===== config.mk =====
export PLATFORM = sky130hd
export DESIGN_NAME = mul_scheduler
export DESIGN_NICKNAME = d
export VERILOG_FILES = /design/src/rtl/mul_sched_pkg.sv /design/src/rtl/mul_engine.sv /design/src/rtl/mul_scheduler.sv
export SDC_FILE = /design/constraint.sdc
export NUM_CORES = 1
export LEC_CHECK = 0
export ABC_CLOCK_PERIOD_IN_PS = 4900
export BUFFER_PORTS_ARGS = -buffer_cell sky130_fd_sc_hd__buf_2
export CAP_MARGIN = 20
export CORE_AREA = 5 5 97 99
export DETAILED_ROUTE_END_ITERATION = 6
export DIE_AREA = 0 0 102 104
export GPL_ROUTABILITY_DRIVEN = 0
export HOLD_SLACK_MARGIN = 0.1
export PLACE_DENSITY_LB_ADDON = 0.08
export SLEW_MARGIN = 20
export SYNTH_ARGS = -nofsm -noshare
export SYNTH_HDL_FRONTEND = slang
export SYNTH_SLANG_ARGS = --single-unit

===== constraint.sdc =====
create_clock -name clk -period 4.9 [get_ports clk]
set_clock_uncertainty 0.1 [all_clocks]
set_input_delay 0.735 -clock clk [delete_from_list [all_inputs] [get_ports clk]]
set_output_delay 0.735 -clock clk [all_outputs]
set_load 0.01 [all_outputs]

===== src/rtl/mul_sched_pkg.sv =====
// Shared types, defaults and the round-robin pick helper for the multiply scheduler.
package mul_sched_pkg;

    localparam int unsigned NREQ_DEF  = 4;
    localparam int unsigned WIDTH_DEF = 8;
    localparam int unsigned MAX_NREQ  = 32;

    typedef enum logic [1:0] {
        IDLE = 2'd0,
        RUN  = 2'd1,
        DONE = 2'd2
    } sched_state_t;

    // First set request scanning upward from ptr, wrapping at n.
    function automatic int unsigned rr_pick(input logic [MAX_NREQ-1:0] req,
                                            input int unsigned ptr,
                                            input int unsigned n);
        int unsigned idx;
        logic        found;
        rr_pick = ptr;
        found   = 1'b0;
        for (int unsigned i = 0; i < MAX_NREQ; i++) begin
            if (i < n) begin
                idx = ptr + i;
                if (idx >= n) idx = idx - n;
                if (!found && req[idx[4:0]]) begin
                    rr_pick = idx;
                    found   = 1'b1;
                end
            end
        end
    endfunction

endpackage


===== src/rtl/mul_engine.sv =====
// Iterative repeated-add multiplier: loops over the smaller operand, adding the larger.
module mul_engine
    import mul_sched_pkg::*;
#(
    parameter int unsigned WIDTH = WIDTH_DEF
) (
    input  logic                 clk,
    input  logic                 rst_n,
    input  logic                 start,
    input  logic [WIDTH-1:0]     a,
    input  logic [WIDTH-1:0]     b,
    output logic                 done,
    output logic [2*WIDTH-1:0]   product
);

    localparam int unsigned PW = 2 * WIDTH;

    logic [WIDTH-1:0] cnt;
    logic [WIDTH-1:0] add;
    logic [PW-1:0]    acc;
    logic             a_lt_b;

    assign a_lt_b = (a < b);

    // Decrement only while cnt is non-zero, so cnt never wraps and idles at zero.
    always_ff @(posedge clk) begin
        if (!rst_n) begin
            cnt <= '0;
            add <= '0;
            acc <= '0;
        end else if (start) begin
            cnt <= a_lt_b ? a : b;
            add <= a_lt_b ? b : a;
            acc <= '0;
        end else if (cnt != '0) begin
            acc <= acc + PW'(add);
            cnt <= cnt - WIDTH'(1);
        end
    end

    assign done    = (cnt == '0);
    assign product = acc;

endmodule


===== src/rtl/mul_scheduler.sv =====
// Round-robin front end sharing one mul_engine between NREQ requesters.
module mul_scheduler
    import mul_sched_pkg::*;
#(
    parameter int unsigned NREQ  = NREQ_DEF,
    parameter int unsigned WIDTH = WIDTH_DEF
) (
    input  logic                      clk,
    input  logic                      rst_n,
    input  logic [NREQ-1:0]           req,
    input  logic [NREQ*WIDTH-1:0]     a_in,
    input  logic [NREQ*WIDTH-1:0]     b_in,
    output logic [NREQ-1:0]           gnt,
    output logic                      busy,
    output logic                      res_valid,
    output logic [2*WIDTH-1:0]        result,
    output logic [$clog2(NREQ)-1:0]   res_id
);

    localparam int unsigned IDW = $clog2(NREQ);
    localparam int unsigned PW  = 2 * WIDTH;

    sched_state_t   state;
    logic [IDW-1:0] rr_ptr;
    logic [IDW-1:0] owner;
    logic [IDW-1:0] pick;
    logic           accept;
    logic [WIDTH-1:0] a_sel;
    logic [WIDTH-1:0] b_sel;
    logic           eng_done;
    logic [PW-1:0]  eng_product;

    assign pick   = IDW'(rr_pick(MAX_NREQ'(req), 32'(rr_ptr), NREQ));
    assign accept = (state == IDLE) && (|req);
    assign a_sel  = a_in[pick*WIDTH +: WIDTH];
    assign b_sel  = b_in[pick*WIDTH +: WIDTH];

    mul_engine #(.WIDTH(WIDTH)) u_engine (
        .clk     (clk),
        .rst_n   (rst_n),
        .start   (accept),
        .a       (a_sel),
        .b       (b_sel),
        .done    (eng_done),
        .product (eng_product)
    );

    // Scheduler FSM; requests are only sampled in IDLE.
    always_ff @(posedge clk) begin
        if (!rst_n) begin
            state     <= IDLE;
            gnt       <= '0;
            busy      <= 1'b0;
            res_valid <= 1'b0;
            result    <= '0;
            res_id    <= '0;
            rr_ptr    <= '0;
            owner     <= '0;
        end else begin
            gnt <= '0;
            case (state)
                IDLE: begin
                    if (accept) begin
                        gnt    <= NREQ'(1) << pick;
                        owner  <= pick;
                        rr_ptr <= (pick == IDW'(NREQ - 1)) ? '0 : pick + IDW'(1);
                        busy   <= 1'b1;
                        state  <= RUN;
                    end
                end
                RUN: begin
                    if (eng_done) begin
                        result    <= eng_product;
                        res_id    <= owner;
                        res_valid <= 1'b1;
                        state     <= DONE;
                    end
                end
                DONE: begin
                    res_valid <= 1'b0;
                    busy      <= 1'b0;
                    state     <= IDLE;
                end
                default: begin
                    res_valid <= 1'b0;
                    busy      <= 1'b0;
                    state     <= IDLE;
                end
            endcase
        end
    end

endmodule


==> metrics.csv <==
metric,value,unit
Reg power frac,18.7,%
synth top area cells,"dfxtp_1, mux2i_1, nand2_1, ha_1, a21boi_0",
mux contribution to synthesized area,20.0,%
"Seq/Total Area, Yosys",30.7,%
crit-path most repeated cell,mux2i_2,
leading area contributor after synthesis,dfxtp_1,
filler instances,778,
H-Tree Depth,3,
Final nets,663,
Final period util,94.9,%
global-route wire length before repair,16.2,mm
min-delay src,result[0]$_SDFFE_PN0P_,
ANT nets after route,0,
status,"finished, final reports clean",
Layout area overhead,24.8,%
clk slew on worst S/H paths,0.07,ns
CTS tree,yes,
min cycle time layout,4.65,ns
GRT Residual Overflow,0,
post-synthesis net count,559,
fmax,215,MHz
Worst R2R End,u_engine.cnt[7]$_SDFFE_PN0P_,
simple-gate share of the synthesized area,18.7,%
Yosys cell types,51,
endpoints failing setup,0,
initial antenna violation count,0,
TNS Setup,0,ns
critical path cell sequence,"inv_2, ha_4, mux2_1, and4_2, o211ai_1, nand3_2, inv_4, buf_12, mux2i_2, mux2i_2, ha_1, and4_1, nand4_1, or4_4, a211oi_2, a311o_1, clkbuf_16, mux2i_1, a211oi_1",
layout cells sized above 1,26.6,%
Die Footprint,10600,µm²
CP endpoint kind,flop,
drt drc,0,
CTS root buffer,clkbuf_8,
fin util,59.5,%
I/O pin cnt,94,
syn_area_per_cell,8.65,µm²
hold crit path type,flop to flop,
vias per cell,5.35,
max-cap violation count,0,
Port Buffers,93,
worst setup path class,flop to flop,
"Slowest-stage cell, CP",or4_4,
peak fanout along the critical path,8,
CTS sink cnt,62,
worst r2r src,rr_ptr[0]$_SDFFE_PN0P_,
violation count after the first detailed-route iteration,111,
crit path DAT,4.73,ns
Reg2Reg Setup Slack,0.25,ns
Clock Tree Buf Depth,2,
ys async rst share,0,%
routed wire length,9.84,mm
Critical Path RT,4.98,ns
drt pass-1 iters,4,
largest family of logic cells by synthesized area,multiplexers,
internal power,2.16,mW
Clk pwr share,13.4,%
"commonest non-fill, non-tap cells in the layout","buf_2, nand2_1, mux2i_1",
clk_lat worst skew,0.33,ns
post-synthesis adder-cell area fraction,7.00,%
Synth top area share,30.7,%
ANT cells,0,
WL/cell,14.4,µm
Worst path max stage delay,0.45,ns
Max VDD drop,0.549,mV
HPWL Detailed,7.22,mm
GRT Total Usage,18.1,%
# rows,34,
xor/xnor share of the synthesized area,2.17,%
reg2reg path depth,19,
CP top delay family,simple AND/OR/NAND/NOR gates,
number of synthesized flops with an enable pin,0,
Hold EP,result[0]$_SDFFE_PN0P_,
synthesized netlist cell count,467,
net switching power,1.44,mW
Final Hold Viols,0,
die height,104,µm
synthesized area,4040,µm²
fin. max-slew vios,0,
sw frac,40.0,%
Yosys warnings,0,
Hold Path Stages,2,
worst path bufs/invs,4,
Static Leak,2.24,nW
vias in the first global route,3509,
Pwr Density,715,nW/µm²
relative slew slack,45.2,%
routed vias,3659,
slew of the pin with the lowest slew margin,0.819,ns
Compound-Gate Fraction of Synth Area,16.0,%
Initial Utilization,47.7,%
CP Launch Type,flop,
Yosys reg bits,62,
ys flop type,dfxtp_1,
CTS buffer count,9,
"leading cell type in the layout, fill and taps excluded",buf_2,
Core Region,8470,µm²
largest net degree at the start of global routing,41,
Die X,102,µm
logic gate share of total power,67.9,%
## layout make-up
type / instances / area, µm² / area share (%)
Sequential cell: 62 / 1240 / 24.6
Clock buffer: 12 / 145 / 2.88
Multi-Input combinational cell: 361 / 2630 / 52.2
Timing Repair Buffer: 117 / 739 / 14.7
Tap cell: 108 / 135 / 2.68
Inverter: 20 / 77.6 / 1.54
Clock inverter: 4 / 70.1 / 1.39
## metal layers
metal	wire, µm	vias up	track usage (%)
li1	-	1870	-
met2	4720	82	30.3
met3	483	8	3.29
met1	4590	1699	24.5
met5	0	-	0
met4	54	0	3.37
## per-stage QoR
stage	setup slack, ns	cell area (µm²)	hold WS, ns	power (mW)	instances
6_report	0.250	5040	0.360	3.60	684
5_1_grt	-0.0237	5040	0.381	3.89	684
4_1_cts	0.0774	4870	0.365	3.31	675
3_5_place_dp	0.0269	4660	0.356	2.81	659
3_3_place_gp	0.0978	4660	0.350	2.76	659
2_1_floorplan	0.237	4040	0.341	2.37	467
## cells in the mapped netlist (3+ instances only)
cell,instances
a211oi_1,7
a21boi_0,24
a21o_1,5
a21oi_1,26
a311o_1,3
and2_1,4
and3_1,3
and4_1,3
buf_6,4
clkbuf_1,16
dfxtp_1,62
ha_1,21
inv_1,19
mux2i_1,74
nand2_1,71
nand2b_1,8
nand3_1,4
nand3b_1,3
nand4_1,4
nor2_1,18
nor2b_1,6
nor3_1,7
nor3b_1,7
nor4_1,3
o211ai_1,5
o21ai_0,19
or3_1,3
or4_1,4
xnor2_1,6
xor2_1,4
## sequential cells by signal (all words and copies together), names as in the netlist
signal / count
state: 2
u_engine.cnt: 8
rr_ptr: 2
gnt: 4
busy: 1
res_valid: 1
res_id: 2
u_engine.add: 8
u_engine.product: 16
result: 16
owner: 2
## worst min-delay path: cells and delay by family (launching register included)
family           cells  cell delay [ns]
flip-flops           1             0.30
AND/OR/NAND/NOR      1             0.04
AO/OA/AOI/OAI        1             0.06
## what timing repair did
action | CTS | global route
endpoints found under the hold margin | 0 | 0
endpoints found under the setup margin | 0 | 16
setup buffers | 0 | 6
hold buffers | 0 | 0
resized for setup | 0 | 14
## power by group through the flow
stage / sequential, mW / combinational [mW] / clock, mW
global route: 0.683 / 2.68 / 0.523
detailed placement: 0.682 / 2.13 / 0
finish: 0.673 / 2.45 / 0.485
CTS: 0.672 / 2.14 / 0.496
global placement: 0.682 / 2.08 / 0
floorplan: 0.674 / 1.69 / 0
## logic make-up after synthesis
logic type | count (synthesis)
and+or+nand+nor | 152
muxes | 78
AOI/OAI and AO/OA | 99
DFF | 62
buffers and inverters | 44
xor gates and xnor gates | 10
adders and majority gates | 22
## how the worst max path moves through the flow
stage	startpoint	end	depth (start not counted)
after floorplan	rr_ptr[1]$_SDFFE_PN0P_	u_engine.cnt[1]$_SDFFE_PN0P_	22
after global placement	req[3]	u_engine.cnt[0]$_SDFFE_PN0P_	17
after detailed placement	req[0]	u_engine.add[4]$_SDFFE_PN0P_	17
after CTS	rr_ptr[0]$_SDFFE_PN0P_	u_engine.add[4]$_SDFFE_PN0P_	20
after global routing	rr_ptr[1]$_SDFFE_PN0P_	u_engine.cnt[0]$_SDFFE_PN0P_	19
final	rr_ptr[0]$_SDFFE_PN0P_	u_engine.cnt[7]$_SDFFE_PN0P_	19
Power figures use the tool's default switching activity.
